[src/rtl/tetris_pkg.sv]
// Shared types and constants for the Tetris game core: move kinds, the
// move-validator state encoding and signed board-coordinate sizing.
package tetris_pkg;

    typedef enum logic [1:0] {
        KIND_AT    = 2'd0,
        KIND_DOWN  = 2'd1,
        KIND_LEFT  = 2'd2,
        KIND_RIGHT = 2'd3
    } check_kind_t;

    typedef enum logic [1:0] {
        IDLE = 2'd0,
        SCAN = 2'd1,
        DONE = 2'd2
    } state_t;

    localparam int DEFAULT_WIDTH  = 10;
    localparam int DEFAULT_HEIGHT = 20;
    localparam int DEFAULT_GRID   = 4;

    // Signed width able to hold a board extent plus a full grid margin on either side.
    function automatic int coord_width(input int extent, input int grid);
        return $clog2(extent + 2 * grid) + 1;
    endfunction

endpackage

[src/rtl/piece_row_collision.sv]
// Combinational check of one piece-grid row against board walls, floor and
// the fixed-state screen.
module piece_row_collision
    import tetris_pkg::*;
#(
    parameter int FIXED_STATE_WIDTH  = DEFAULT_WIDTH,
    parameter int FIXED_STATE_HEIGHT = DEFAULT_HEIGHT,
    parameter int GRID               = DEFAULT_GRID,
    parameter int AXW                = 7,
    parameter int AYW                = 7,
    parameter int RW                 = 2
) (
    input  logic [GRID-1:0]                                  row_cells,
    input  logic signed [AXW-1:0]                            anchor_x,
    input  logic signed [AYW-1:0]                            anchor_y,
    input  logic [RW-1:0]                                    row_idx,
    input  logic [FIXED_STATE_WIDTH-1:0][FIXED_STATE_HEIGHT-1:0] fixed_screen,
    output logic                                             row_oob,
    output logic                                             row_overlap
);

    localparam int CIW = (FIXED_STATE_WIDTH  > 1) ? $clog2(FIXED_STATE_WIDTH)  : 1;
    localparam int RIW = (FIXED_STATE_HEIGHT > 1) ? $clog2(FIXED_STATE_HEIGHT) : 1;

    // Screen lookup only happens once the cell is known to be on the board.
    always_comb begin
        int col_i;
        int row_i;
        row_oob     = 1'b0;
        row_overlap = 1'b0;
        col_i       = 0;
        row_i       = int'(anchor_y) + int'(row_idx);
        for (int c = 0; c < GRID; c++) begin
            col_i = int'(anchor_x) + c;
            if (row_cells[c]) begin
                if (col_i < 0 || col_i >= FIXED_STATE_WIDTH || row_i >= FIXED_STATE_HEIGHT) begin
                    row_oob = 1'b1;
                end else if (row_i >= 0 && fixed_screen[col_i[CIW-1:0]][row_i[RIW-1:0]]) begin
                    row_overlap = 1'b1;
                end
            end
        end
    end

endmodule

[src/rtl/piece_move_validator.sv]
// Sequential cell-exact move check: latches a move request, scans the piece
// one grid row per cycle and returns collision flags through valid/ready.
module piece_move_validator
    import tetris_pkg::*;
#(
    parameter  int FIXED_STATE_WIDTH  = DEFAULT_WIDTH,
    parameter  int FIXED_STATE_HEIGHT = DEFAULT_HEIGHT,
    parameter  int GRID               = DEFAULT_GRID,
    localparam int XW = coord_width(FIXED_STATE_WIDTH, GRID),
    localparam int YW = coord_width(FIXED_STATE_HEIGHT, GRID)
) (
    input  logic                                             clk,
    input  logic                                             reset_n,
    input  logic                                             req_valid,
    output logic                                             req_ready,
    input  check_kind_t                                      req_kind,
    input  logic [GRID-1:0][GRID-1:0]                        req_grid,
    input  logic signed [XW-1:0]                             req_x,
    input  logic signed [YW-1:0]                             req_y,
    input  logic [FIXED_STATE_WIDTH-1:0][FIXED_STATE_HEIGHT-1:0] fixed_screen,
    output logic                                             resp_valid,
    input  logic                                             resp_ready,
    output logic                                             resp_collision,
    output logic                                             resp_out_of_bounds,
    output logic                                             resp_overlap,
    output logic                                             resp_landed
);

    localparam int RW = (GRID > 1) ? $clog2(GRID) : 1;
    localparam logic [RW-1:0] LAST_ROW = RW'(GRID - 1);
    localparam logic signed [XW:0] X_ONE = (XW + 1)'(1);
    localparam logic signed [YW:0] Y_ONE = (YW + 1)'(1);

    state_t                    state, state_nx;
    check_kind_t               kind_q;
    logic [GRID-1:0][GRID-1:0] grid_q;
    logic signed [XW:0]        ex_q, ex_next;
    logic signed [YW:0]        ey_q, ey_next;
    logic [RW-1:0]             row_q;
    logic                      oob_q, ovl_q;
    logic [GRID-1:0]           row_cells;
    logic                      row_oob, row_overlap;

    // One extra bit on the anchor keeps the +/-1 move offset from wrapping.
    always_comb begin
        ex_next = {req_x[XW-1], req_x};
        ey_next = {req_y[YW-1], req_y};
        unique case (req_kind)
            KIND_DOWN:  ey_next = ey_next + Y_ONE;
            KIND_LEFT:  ex_next = ex_next - X_ONE;
            KIND_RIGHT: ex_next = ex_next + X_ONE;
            default:    ;
        endcase
    end

    always_comb begin
        row_cells = '0;
        for (int c = 0; c < GRID; c++) begin
            row_cells[c] = grid_q[c][row_q];
        end
    end

    piece_row_collision #(
        .FIXED_STATE_WIDTH  (FIXED_STATE_WIDTH),
        .FIXED_STATE_HEIGHT (FIXED_STATE_HEIGHT),
        .GRID               (GRID),
        .AXW                (XW + 1),
        .AYW                (YW + 1),
        .RW                 (RW)
    ) u_row_check (
        .row_cells    (row_cells),
        .anchor_x     (ex_q),
        .anchor_y     (ey_q),
        .row_idx      (row_q),
        .fixed_screen (fixed_screen),
        .row_oob      (row_oob),
        .row_overlap  (row_overlap)
    );

    always_ff @(posedge clk or negedge reset_n) begin
        if (!reset_n) begin
            state <= IDLE;
        end else begin
            state <= state_nx;
        end
    end

    // Request latch, row counter and sticky hit accumulation.
    always_ff @(posedge clk or negedge reset_n) begin
        if (!reset_n) begin
            kind_q <= KIND_AT;
            grid_q <= '0;
            ex_q   <= '0;
            ey_q   <= '0;
            row_q  <= '0;
            oob_q  <= 1'b0;
            ovl_q  <= 1'b0;
        end else if (state == IDLE && req_valid) begin
            kind_q <= req_kind;
            grid_q <= req_grid;
            ex_q   <= ex_next;
            ey_q   <= ey_next;
            row_q  <= '0;
            oob_q  <= 1'b0;
            ovl_q  <= 1'b0;
        end else if (state == SCAN) begin
            oob_q  <= oob_q | row_oob;
            ovl_q  <= ovl_q | row_overlap;
            row_q  <= row_q + RW'(1);
        end
    end

    always_comb begin
        state_nx           = state;
        req_ready          = 1'b0;
        resp_valid         = 1'b0;
        resp_out_of_bounds = 1'b0;
        resp_overlap       = 1'b0;
        resp_collision     = 1'b0;
        resp_landed        = 1'b0;
        unique case (state)
            IDLE: begin
                req_ready = 1'b1;
                if (req_valid) state_nx = SCAN;
            end
            SCAN: begin
                if (row_q == LAST_ROW) state_nx = DONE;
            end
            DONE: begin
                resp_valid         = 1'b1;
                resp_out_of_bounds = oob_q;
                resp_overlap       = ovl_q;
                resp_collision     = oob_q | ovl_q;
                resp_landed        = (oob_q | ovl_q) && (kind_q == KIND_DOWN);
                if (resp_ready) state_nx = IDLE;
            end
            default: state_nx = IDLE;
        endcase
    end

endmodule
[config.mk]
export PLATFORM = sky130hd
export DESIGN_NAME = piece_move_validator
export DESIGN_NICKNAME = d
export VERILOG_FILES = /design/src/rtl/tetris_pkg.sv /design/src/rtl/piece_row_collision.sv /design/src/rtl/piece_move_validator.sv
export SDC_FILE = /design/constraint.sdc
export NUM_CORES = 1
export LEC_CHECK = 0
export BUFFER_PORTS_ARGS = -buffer_cell sky130_fd_sc_hd__buf_2
export CELL_PAD_IN_SITES_DETAIL_PLACEMENT = 2
export CELL_PAD_IN_SITES_GLOBAL_PLACEMENT = 2
export CORE_MARGIN = 2
export CORE_UTILIZATION = 31
export CTS_BUF_LIST = sky130_fd_sc_hd__clkbuf_4
export DETAILED_ROUTE_END_ITERATION = 7
export GPL_TIMING_DRIVEN = 0
export PLACE_DENSITY = 0.78
export SLEW_MARGIN = 20
export SYNTH_ARGS = -nofsm -noshare
export SYNTH_HDL_FRONTEND = slang
export SYNTH_SLANG_ARGS = --single-unit
[constraint.sdc]
create_clock -name clk -period 3.22 [get_ports clk]
set_input_delay 0.161 -clock clk [delete_from_list [all_inputs] [get_ports clk]]
set_output_delay 0.161 -clock clk [all_outputs]
set_load 0.1 [all_outputs]
# Word level (Yosys, flattened, before mapping)
# Index checks and enable logic that the tools add are counted.
# W data, S select, Z words.
# classes
n_addsub	8
n_lt_le_gt_ge	16
eq_ne	10
mux	62
bitwise_logic	3
n_reduce_logical	17
# op_table
cell	n
$bmux W20 S4	4
$ge A32 B5 Y1 const B	3
$lt A32 B1 Y1 const B	3
$mux W20	4
$mux W1	38
$ge A32 B1 Y1 const B	1
$ge A32 B6 Y1 const B	1
$bmux W1 S5	4
$lt A4 B5 Y1 const B	4
$add A7 B3 Y8 const B	2
$add A6 B2 Y7 const B	2
$pmux W7 S2	1
$mux W2	5
$add A7 B2 Y8 const B	1
$add A7 B3 Y8	1
$bmux W1 S2	4
$eq A2 B2 Y1 const B	4
$logic_or A1 B1 Y1	8
$ge A7 B5 Y1 const B	1
$lt A7 B1 Y1 const B	1
$mux W7	1
$sub A6 B2 Y7 const B	1
$eq A2 B1 Y1 const B	3
$logic_and A1 B1 Y1	6
10 further kinds	13
# word_totals
regBits	38
wordCells	127

# Depth between registers and ports, before layout
# Gate-level depths: netlist of run 1.
# depth
word_depth	20
ltp_mapped	18
ltp_nobuf	11

# By module
# A second synthesis of run 1 with hierarchy kept.
# hier_totals
cells_unflattened	1053
area_unflattened_um2	9501.6
# by_module_without_submodules
mod	instances	cells_each	area_each_um2
piece_row_collision	1	846	7543.5
piece_move_validator	1	207	1958.1

# Least setup slack after synthesis of run 1
# OpenSTA, ideal clock, no wires.
# synth_path
kind	register to output
start	register state[0]
end	output resp_landed
arrival_time_ns	4.327
t_required_ns	3.059
path_slack_ns	-1.268
path_stages_with_launch	6
cell_sequence	dfrtp_1 clkbuf_1 nor2b_1 and2_1 or2_2 and3b_1
# synth_between
elab_chain_cells	2
# synth_lines
item	line_no	text
start, declared	piece_move_validator.sv:34	state_t state, state_nx;
start signal, assigned	piece_move_validator.sv:84	state <= state_nx;
$eq A2 B2 Y1	piece_move_validator.sv:121	unique case (state)
$mux W1	piece_move_validator.sv:121	
end, declared	piece_move_validator.sv:26	output logic resp_landed
# No other way between the ends.

# Final worst setup path of run 1
# layout_path
start	register ex_q[1]
end	register ovl_q
# layout_between
elab_chain_cells	20
elab_cells_between_ends	54
classes_between	add/sub: 3; order compare: 8; mux: 30; bitwise: 1; reduce/logical: 12
# layout_lines
item	line_no	text
start, declared	piece_move_validator.sv:37	logic signed [XW:0] ex_q, ex_next;
start signal, assigned	piece_move_validator.sv:101	ex_q <= ex_next;
parallel branches: the longest is 16 deep, another holds $add A7 B2 Y8	-	
$mux W1 *	piece_row_collision.sv:35	if (row_cells[c]) begin
$or A1 B1 Y1 *	piece_move_validator.sv:108	ovl_q <= ovl_q | row_overlap;
$mux W1 *	piece_move_validator.sv:106	end else if (state == SCAN) begin
$mux W1 *	piece_move_validator.sv:98	end else if (state == IDLE && req_valid) begin
end signal, assigned	piece_move_validator.sv:108	
end, declared	piece_move_validator.sv:40	logic oob_q, ovl_q;
# Mark *: on every way between the ends. The select of a mux whose other input is x is not followed.
# A chain may end at the register's enable or synchronous reset.

==> reports/metrics.yaml, run 1 <==
timing:
  post-route-period-util_pct: 115
  fmax_mhz: 271
  skew_ns: 0.0319
  setup_viol: 1
  period_needed_ns: 3.69
  rsz0062_at_grt: "true"
  final_max_slew_viol_count: 0
  setup_slack_ns: -0.469
  tns_ns: -0.469
  worst_pin_slew_ns: 1.33
  relSlewSlack_pct: 10.9
  hold_viol: 0
placed_design:
  place_area_sq_um: 11300
  routabilityCongestion: 1.04
  hpwlAfterDp_mm: 45.5
  io_buffers: 239
critical_path:
  cp_max_fo: 10
  critical_path_class: "flip-flop to flip-flop"
  reg2regPathDepth: 11
  crit_path_start_kind: "flip-flop"
  endpoint_kind: "flip-flop"
  arrival_ns: 3.93
  worst_ep_required_time_ns: 3.46
  rr_startpoint: "ex_q[1]$_DFFE_PN0P_"
  r2r_end: "ovl_q$_DFFE_PN0P_"
  rrSetupSlack_ns: -0.47
synth:
  yosys_warnings: 0
  synth_edf_count: 0
  synth-seq-cells: 38
  synth_cells: 957
  synthDistinctLibCells: 84
  synth_area_per_cell_sq_um: 10.0
  netlist_area_sq_um: 9590
  synth_ff_type: "dfrtp_1"
  ys_seq_area_share_pct: 9.92
  syn_nets: 1209
  synth_async_sr_flop_share_pct: 100
global_route:
  track_usage_pct: 37.3
  grt_pass1_wl_mm: 88.3
  grt_pass1_vias: 12400
  overflow: 0
  grt_max_degree: 39
  grt_antenna_before_repair: 4
layout:
  finalNetCount: 1502
  area_growth_pct: 28.9
  stdcell_area_sq_um: 12400
  drive_gt1_share_pct: 46.9
  final_cell_mix: "255 x buf_2, 158 x mux4_2, 131 x nand2_1"
  fin_util_pct: 40.5
  mostFrequentLayoutCell: "buf_2"
  fill_cells: 3325
run_status:
  violations: "setup timing"
  status: "finished with violations"
hold_path:
  hp-class: "primary input to flip-flop"
  holdPathStages: 3
  min_to: "grid_q[0]$_DFFE_PN0P_"
  min_from: "req_grid[0]"
floorplan:
  start_util_pct: 31.4
  num_rows: 64
  core_area_sq_um: 30500
  pin_count: 240
  die_area_sq_um: 32400
  dieWidth_um: 180
  die_y_um: 180
clock_network:
  clk_path_buf_depth: 2
  htreeDepth: 2
  clkSinkCount: 38
  cts_root_buffer: "clkbuf_4"
  clkTransAtPathRegs_ns: 0.15
  numCtsBuffers: 5
  cts_tree: "built"
  clkLatencyLatePin_ns: 0.39
routing:
  num_vias: 11800
  ant_nets: 0
  drc_errors: 0
  routed_wl_mm: 62.5
  routedWlPerCell_um: 37.9
  drtPass1Iterations: 6
  drt_iter0_drc: 1523
  viasPerCell: 7.15
run:
  maxCapViolCount: 0
-- through the flow --
| step | setup WS [ns] | hold WS, ns | std cells |
|---|---|---|---|
| 2_1_floorplan | 0.0326 | -0.135 | 957 |
| 3_3_place_gp | -2.33 | 0.320 | 1592 |
| 3_5_place_dp | -2.36 | 0.345 | 1592 |
| 4_1_cts | -0.295 | 0.000325 | 1641 |
| 5_1_grt | -0.486 | 0.0116 | 1649 |
| 6_report | -0.469 | 0.0135 | 1649 |
-- timing repair --
action / 4_1_cts / 5_1_grt
pin swaps: 10 / 6
setup endpoints to repair: 2 / 2
hold buffers: 15 / 2
endpoints found under the hold margin: 52 / 2
buffers inserted: 25 / 4
gates resized for setup: 108 / 21
cloned: 2 / 0
-- sequential cells by signal (all words and copies together) (netlist names) --
name and flops:
ex_q 7, oob_q 1, kind_q 2, ovl_q 1, ey_q 7, grid_q 16
state 2, row_q 2
-- how the worst max path moves through the flow --
stage                              from                 to
floorplan           ex_q[0]$_DFFE_PN0P_  ovl_q$_DFFE_PN0P_
global placement    ex_q[1]$_DFFE_PN0P_  ovl_q$_DFFE_PN0P_
detailed placement  ex_q[1]$_DFFE_PN0P_  ovl_q$_DFFE_PN0P_
CTS                 ex_q[1]$_DFFE_PN0P_  ovl_q$_DFFE_PN0P_
global route        ex_q[1]$_DFFE_PN0P_  ovl_q$_DFFE_PN0P_
finish              ex_q[1]$_DFFE_PN0P_  ovl_q$_DFFE_PN0P_
-- cell usage after synthesis, types with 15 or more instances --
cell      count  area (sq um)
nand2_1     131           492
dfrtp_1      38           951
nor2_1       37           139
a21oi_1      38           190
buf_2        27           135
clkbuf_1     29           109
buf_4        23           173
o21ai_0      45           225
mux2i_1      86           861
mux4_2      158          3560
o221ai_1     15           131
ha_1         16           200
nor2b_1      15          93.8
mux2_2       18           203
nand3_1      43           215
-- per-layer routing --
metal,up-vias,track usage [%],wire (um)
met4,2,19.3,3680
li1,4488,-,-
met2,1000,57.0,27800
met3,249,11.5,7790
met5,-,0,13
met1,6046,47.3,23200
-- layout make-up --
cell class	instances	area (sq um)	area share [%]
multi-input combinational	807	8230	66.6
timing repair buffer	287	1670	13.5
sequential	38	953	7.71
buffer	95	852	6.89
tap	396	495	4.01
inverter	16	97.6	0.790
clock buffer	6	45.0	0.364
clock inverter	2	8.76	0.0709
antenna	2	5.00	0.0405
-- critical path, stage by stage (launching register included) --
cell and delay (ns):
dfrtp_2 0.44, buf_12 0.13, buf_4 0.10, buf_4 0.13
buf_4 0.24, buf_2 0.42, clkbuf_1 0.70, o21ai_0 0.44
a311oi_1 0.45, a211oi_1 0.18, o21ai_1 0.15, nand4_1 0.12
-- cells by family after synthesis --
kind of cell             after synthesis  share of synthesized area [%]
flip-flops                            38                           9.92
AND/OR/NAND/NOR                      283                           13.7
AO/OA/AOI/OAI                        219                           16.0
adder cells (fa/ha/maj)               18                           2.51
XOR/XNOR                              23                           2.34
multiplexers                         264                           48.7
buffers and inverters                112                           6.77
Power of run 1 is left out: the tool's default activity adds up to more than one toggle a clock period on the data nets, which glitch-free logic cannot reach.
==> inputs of run 2 (changes only) <==
--- a/config.mk
+++ b/config.mk
@@ -13,8 +13,10 @@
 export CTS_BUF_LIST = sky130_fd_sc_hd__clkbuf_4
 export DETAILED_ROUTE_END_ITERATION = 7
 export GPL_TIMING_DRIVEN = 0
+export MAX_ROUTING_LAYER = met4
 export PLACE_DENSITY = 0.78
 export SLEW_MARGIN = 20
 export SYNTH_ARGS = -nofsm -noshare
 export SYNTH_HDL_FRONTEND = slang
 export SYNTH_SLANG_ARGS = --single-unit
+export TNS_END_PERCENT = 1
==> reports/metrics.yaml, run 2 (same netlist as run 1, synthesis figures left out) <==
run_status:
  status: "finished with violations"  # unchanged
  violations: "setup timing"  # unchanged
routing:
  drt_iter0_drc: 1562  # was 1,523
  met3RoutedLength_mm: 7.57  # was 7.79 mm
  topRoutingLayerUsed: "met4"  # was met5
  routedWlPerCell_um: 37.0  # was 37.9 um
  drt-met1-wl_mm: 22.2  # was 23.2 mm
  viasPerCell: 7.17  # was 7.15
  num_vias: 11800  # about the same
  drc_errors: 0  # unchanged
  routed_wl_mm: 60.7  # was 62.5 mm
  wl_met2_mm: 27.1  # was 27.8 mm
  ant_nets: 0  # unchanged
  drtPass1Iterations: 5  # was 6
floorplan:
  core_area_sq_um: 30500  # unchanged
  die_area_sq_um: 32400  # unchanged
  die_y_um: 180  # unchanged
  pin_count: 240  # unchanged
  num_rows: 64  # unchanged
  dieWidth_um: 180  # unchanged
  start_util_pct: 31.4  # unchanged
clock_network:
  clkSinkCount: 38  # unchanged
  cts_root_buffer: "clkbuf_4"  # unchanged
  clk_path_buf_depth: 2  # unchanged
  numCtsBuffers: 5  # unchanged
  htreeDepth: 2  # unchanged
  cts_tree: "built"  # unchanged
  clkTransAtPathRegs_ns: 0.11  # was 0.15 ns
  clkLatencyLatePin_ns: 0.35  # was 0.39 ns
timing:
  setup_viol: 1  # unchanged
  rsz0062_at_grt: "true"  # unchanged
  skew_ns: 0.00227  # was 0.0319 ns
  period_needed_ns: 3.42  # was 3.69 ns
  setup_slack_ns: -0.200  # was -0.469 ns
  post-route-period-util_pct: 106  # was 115%
  hold_viol: 0  # unchanged
  fmax_mhz: 292  # was 271 MHz
  final_max_slew_viol_count: 0  # unchanged
  relSlewSlack_pct: 24.4  # was 10.9%
  worst_pin_slew_ns: 1.13  # was 1.33 ns
critical_path:
  endpoint_kind: "flip-flop"  # unchanged
  r2r_end: "ovl_q$_DFFE_PN0P_"  # unchanged
  rr_startpoint: "ex_q[1]$_DFFE_PN0P_"  # unchanged
  worst_ep_required_time_ns: 3.51  # was 3.46 ns
  arrival_ns: 3.71  # was 3.93 ns
  cp_max_fo: 10  # unchanged
  rrSetupSlack_ns: -0.20  # was -0.47 ns
  reg2regPathDepth: 13  # was 11
  critical_path_class: "flip-flop to flip-flop"  # unchanged
  crit_path_start_kind: "flip-flop"  # unchanged
global_route:
  grt_pass1_wl_mm: 86.5  # was 88.3 mm
  overflow: 0  # unchanged
  grt_pass1_vias: 12400  # about the same
  grt_max_degree: 39  # unchanged
  track_usage_pct: 37.5  # was 37.3%
  grt_antenna_before_repair: 1  # was 4
placed_design:
  hpwlAfterDp_mm: 45.0  # was 45.5 mm
  routabilityCongestion: 1.06  # was 1.04
  pre_cts_ws_ns: -2.33  # was -2.36 ns
  io_buffers: 239  # unchanged
layout:
  drive_gt1_share_pct: 49.0  # was 46.9%
  mostFrequentLayoutCell: "buf_2"  # unchanged
  area_growth_pct: 29.2  # was 28.9%
  top_regs: "grid_q x16, ex_q x7, ey_q x7"  # unchanged
  fin_util_pct: 40.6  # was 40.5%
  largest_register_ffs: 16  # unchanged
  finalNetCount: 1491  # was 1,502
  largest_register: "grid_q"  # unchanged
  final_cell_mix: "251 x buf_2, 158 x mux4_2, 129 x nand2_1"  # was 255 x buf_2, 158 x mux4_2, 131 x nand2_1
hold_path:
  min_from: "resp_ready"  # was req_grid[0]
  hp-class: "primary input to flip-flop"  # unchanged
  holdPathStages: 2  # was 3
  min_to: "state[1]$_DFFE_PN0P_"  # was grid_q[0]$_DFFE_PN0P_
run:
  maxCapViolCount: 0  # unchanged
run 2: cell count changes in the layout (fill, tap and decap cells not counted), sizes merged:
cell,delta
buf,-3
bufbuf,-1
clkbuf,+4
clkdlybuf4s15,-1
clkinv,+1
diode,+2
dlygate4sd3,-11
run 2: layout make-up:
cell class	count	area, sq um
fillers	3318	18100
clock inverters	3	11.3
repair buffers	279	1580
diodes	4	10.0
multi-input cells	807	8360
flip-flops and latches	38	953
inverters	16	100
plain buffers	92	837
well taps	396	495
clock buffers	5	37.5
run 2: timing repair:
item,in CTS,in global routing
resized for setup,121,76
pin swaps,16,18
buffers inserted,24,8
cloned,2,0
setup endpoints to repair,2,2
hold buffers,6,0
hold endpoints to repair,43,0
run 2: how the worst max path moves through the flow:
stage                              to  cells past startpoint           startpoint
finish              ovl_q$_DFFE_PN0P_                     13  ex_q[1]$_DFFE_PN0P_
global placement    ovl_q$_DFFE_PN0P_                     15  ex_q[1]$_DFFE_PN0P_
detailed placement  ovl_q$_DFFE_PN0P_                     15  ex_q[1]$_DFFE_PN0P_
CTS                 ovl_q$_DFFE_PN0P_                     17  ex_q[0]$_DFFE_PN0P_
global route        ovl_q$_DFFE_PN0P_                     15  ex_q[1]$_DFFE_PN0P_
floorplan           ovl_q$_DFFE_PN0P_                     16  ex_q[0]$_DFFE_PN0P_
run 2: per-layer routing:
layer | up-vias | global-route usage [%]
li1 | 4480 | -
met1 | 6002 | 44.9
met2 | 1019 | 56.0
met3 | 255 | 12.4
met4 | 0 | 19.7
met5 | - | -
run 2: metrics by stage:
| stage | area [sq um] | TNS [ns] | hold WS [ns] | std cells |
|---|---|---|---|---|
| 4_1_cts | 12100 | -0.243 | 0.00498 | 1631 |
| 6_report | 12400 | -0.200 | 0.00787 | 1640 |
| 3_5_place_dp | 11300 | -3.50 | 0.331 | 1592 |
| 3_3_place_gp | 11300 | -3.45 | 0.319 | 1592 |
| 5_1_grt | 12400 | -0.193 | 0.00741 | 1637 |
| 2_1_floorplan | 9620 | -0.0166 | -0.135 | 957 |
run 2: critical path: stages (launching register included):
cell and delay [ns]:
dfrtp_2 0.41, buf_12 0.12, buf_12 0.14, clkinvlp_4 0.16
ha_1 0.24, a21o_1 0.29, xor2_4 0.41, buf_2 0.41
nand3_1 0.14, o2111ai_1 0.14, nand4_1 0.27, a311oi_2 0.42
a21oi_1 0.09, nand4_1 0.11
Power of run 2 is left out for the same reason.
==> inputs of run 3 (changes only) <==
--- a/config.mk
+++ b/config.mk
@@ -14,7 +14,7 @@
 export DETAILED_ROUTE_END_ITERATION = 7
 export GPL_TIMING_DRIVEN = 0
 export MAX_ROUTING_LAYER = met4
-export PLACE_DENSITY = 0.78
+export PLACE_DENSITY_LB_ADDON = 0.2
 export SLEW_MARGIN = 20
 export SYNTH_ARGS = -nofsm -noshare
 export SYNTH_HDL_FRONTEND = slang
==> reports/metrics.yaml, run 3 (same netlist as run 1, synthesis figures left out) <==
clock_network:
  cts_tree: "built"  # unchanged
  clkSinkCount: 38  # unchanged
  clkTransAtPathRegs_ns: 0.14  # was 0.11 ns
  cts_root_buffer: "clkbuf_4"  # unchanged
  htreeDepth: 2  # unchanged
  numCtsBuffers: 5  # unchanged
  clkLatencyLatePin_ns: 0.38  # was 0.35 ns
  clk_path_buf_depth: 2  # unchanged
critical_path:
  worst_ep_required_time_ns: 3.48  # was 3.51 ns
  critical_path_class: "flip-flop to flip-flop"  # unchanged
  rrSetupSlack_ns: -0.28  # was -0.20 ns
  cp_max_fo: 10  # unchanged
  crit_path_start_kind: "flip-flop"  # unchanged
  rr_startpoint: "ex_q[1]$_DFFE_PN0P_"  # unchanged
  endpoint_kind: "flip-flop"  # unchanged
  r2r_end: "ovl_q$_DFFE_PN0P_"  # unchanged
  arrival_ns: 3.76  # was 3.71 ns
  reg2regPathDepth: 9  # was 13
routing:
  drc_errors: 0  # unchanged
  routedWlPerCell_um: 37.1  # was 37.0 um
  drt_iter0_drc: 1427  # was 1,562
  drtPass1Iterations: 5  # unchanged
  ant_nets: 0  # unchanged
  viasPerCell: 7.00  # was 7.17
  num_vias: 11600  # was 11,800
  routed_wl_mm: 61.3  # was 60.7 mm
floorplan:
  die_y_um: 180  # unchanged
  num_rows: 64  # unchanged
  start_util_pct: 31.4  # unchanged
  core_area_sq_um: 30500  # unchanged
  dieWidth_um: 180  # unchanged
  pin_count: 240  # unchanged
  die_area_sq_um: 32400  # unchanged
timing:
  setup_slack_ns: -0.282  # was -0.200 ns
  relSlewSlack_pct: 9.64  # was 24.4%
  skew_ns: 0.0130  # was 0.00227 ns
  setup_viol: 1  # unchanged
  hold_viol: 0  # unchanged
  final_max_slew_viol_count: 0  # unchanged
  worst_pin_slew_ns: 1.35  # was 1.13 ns
  post-route-period-util_pct: 109  # was 106%
  fmax_mhz: 286  # was 292 MHz
  period_needed_ns: 3.50  # was 3.42 ns
  rsz0062_at_grt: "true"  # unchanged
global_route:
  overflow: 0  # unchanged
  track_usage_pct: 38.2  # was 37.5%
  grt_pass1_wl_mm: 87.2  # was 86.5 mm
  grt_antenna_before_repair: 1  # unchanged
  grt_max_degree: 39  # unchanged
  grt_pass1_vias: 12000  # was 12,400
layout:
  top_regs: "grid_q x16, ex_q x7, ey_q x7"  # unchanged
  largest_register_ffs: 16  # unchanged
  antenna_cells: 0  # was 4
  fin_util_pct: 41.1  # was 40.6%
  largest_register: "grid_q"  # unchanged
  final_cell_mix: "253 x buf_2, 158 x mux4_2, 129 x nand2_1"  # was 251 x buf_2, 158 x mux4_2, 129 x nand2_1
  fill_cells: 3294  # was 3,318
  multi_input_area_sq_um: 8400  # was 8360 sq um
  seqCellArea_sq_um: 953  # unchanged
  mostFrequentLayoutCell: "buf_2"  # unchanged
  drive_gt1_share_pct: 49.0  # about the same
  finalNetCount: 1507  # was 1,491
  area_growth_pct: 30.9  # was 29.2%
hold_path:
  holdPathStages: 3  # was 2
  min_from: "req_y[5]"  # was resp_ready
  min_to: "ey_q[6]$_DFFE_PN0P_"  # was state[1]$_DFFE_PN0P_
  hp-class: "primary input to flip-flop"  # unchanged
placed_design:
  hpwlAfterDp_mm: 45.7  # was 45.0 mm
  pre_cts_ws_ns: -2.42  # was -2.33 ns
  routabilityCongestion: 1.02  # was 1.06
  io_buffers: 239  # unchanged
run_status:
  status: "finished with violations"  # unchanged
  violations: "setup timing"  # unchanged
run:
  maxCapViolCount: 0  # unchanged
run 3: cell types whose count changed in the layout (fill, tap and decap cells not counted), sizes merged:
cell         before  now
clkinv            6    7
diode             4    0
clkbuf           37   33
buf             333  341
inv              12   11
dlygate4sd3       6   18
run 3: layout make-up:
| type | instances | share of cell area (%) |
|---|---|---|
| clock buffer | 5 | 0.299 |
| inverter | 16 | 0.778 |
| timing repair buffer | 293 | 13.7 |
| buffer | 94 | 6.64 |
| sequential | 38 | 7.60 |
| multi-input combinational | 807 | 66.9 |
| tap | 396 | 3.95 |
| clock inverter | 3 | 0.0897 |
run 3: how the worst max path moves through the flow:
stage | from | endpoint | cells past startpoint
final | ex_q[1]$_DFFE_PN0P_ | ovl_q$_DFFE_PN0P_ | 9
after global routing | ex_q[1]$_DFFE_PN0P_ | ovl_q$_DFFE_PN0P_ | 14
after CTS | ex_q[1]$_DFFE_PN0P_ | ovl_q$_DFFE_PN0P_ | 16
after detailed placement | ex_q[1]$_DFFE_PN0P_ | ovl_q$_DFFE_PN0P_ | 15
after global placement | ex_q[1]$_DFFE_PN0P_ | ovl_q$_DFFE_PN0P_ | 15
after floorplan | ex_q[0]$_DFFE_PN0P_ | ovl_q$_DFFE_PN0P_ | 16
run 3: timing repair:
| item | CTS | global route |
|---|---|---|
| hold endpoints to repair | 55 | 0 |
| pin swaps | 22 | 13 |
| hold buffers | 18 | 0 |
| resized for setup | 142 | 33 |
| cloned | 2 | 0 |
| setup buffers | 24 | 10 |
| setup endpoints to repair | 2 | 2 |
run 3: metal layers:
metal / GRT usage, % / wire length (um)
met1: 50.3 / 24600
met2: 57.3 / 27300
met3: 8.06 / 6370
met4: 15.5 / 3060
met5: - / 0
run 3: worst max-delay path, stage by stage (launching register included):
cell and delay [ns]:
dfrtp_2 0.46, buf_12 0.14, buf_4 0.23, buf_2 0.39, buf_1 0.80, o21ai_0 0.45, a311oi_2 0.51, a211oi_1 0.14
o21ai_1 0.15, nand4_1 0.11
run 3: per-stage QoR:
| step | cell area (sq um) | instances | hold WS (ns) | setup TNS (ns) |
|---|---|---|---|---|
| global placement | 11300 | 1592 | 0.337 | -3.81 |
| CTS | 12300 | 1643 | 0.0140 | -0.182 |
| floorplan | 9620 | 957 | -0.135 | -0.0166 |
| detailed placement | 11300 | 1592 | 0.358 | -3.91 |
| global route | 12600 | 1652 | 0.0321 | -0.282 |
| finish | 12600 | 1652 | 0.0251 | -0.282 |
Power of run 3 is left out for the same reason.
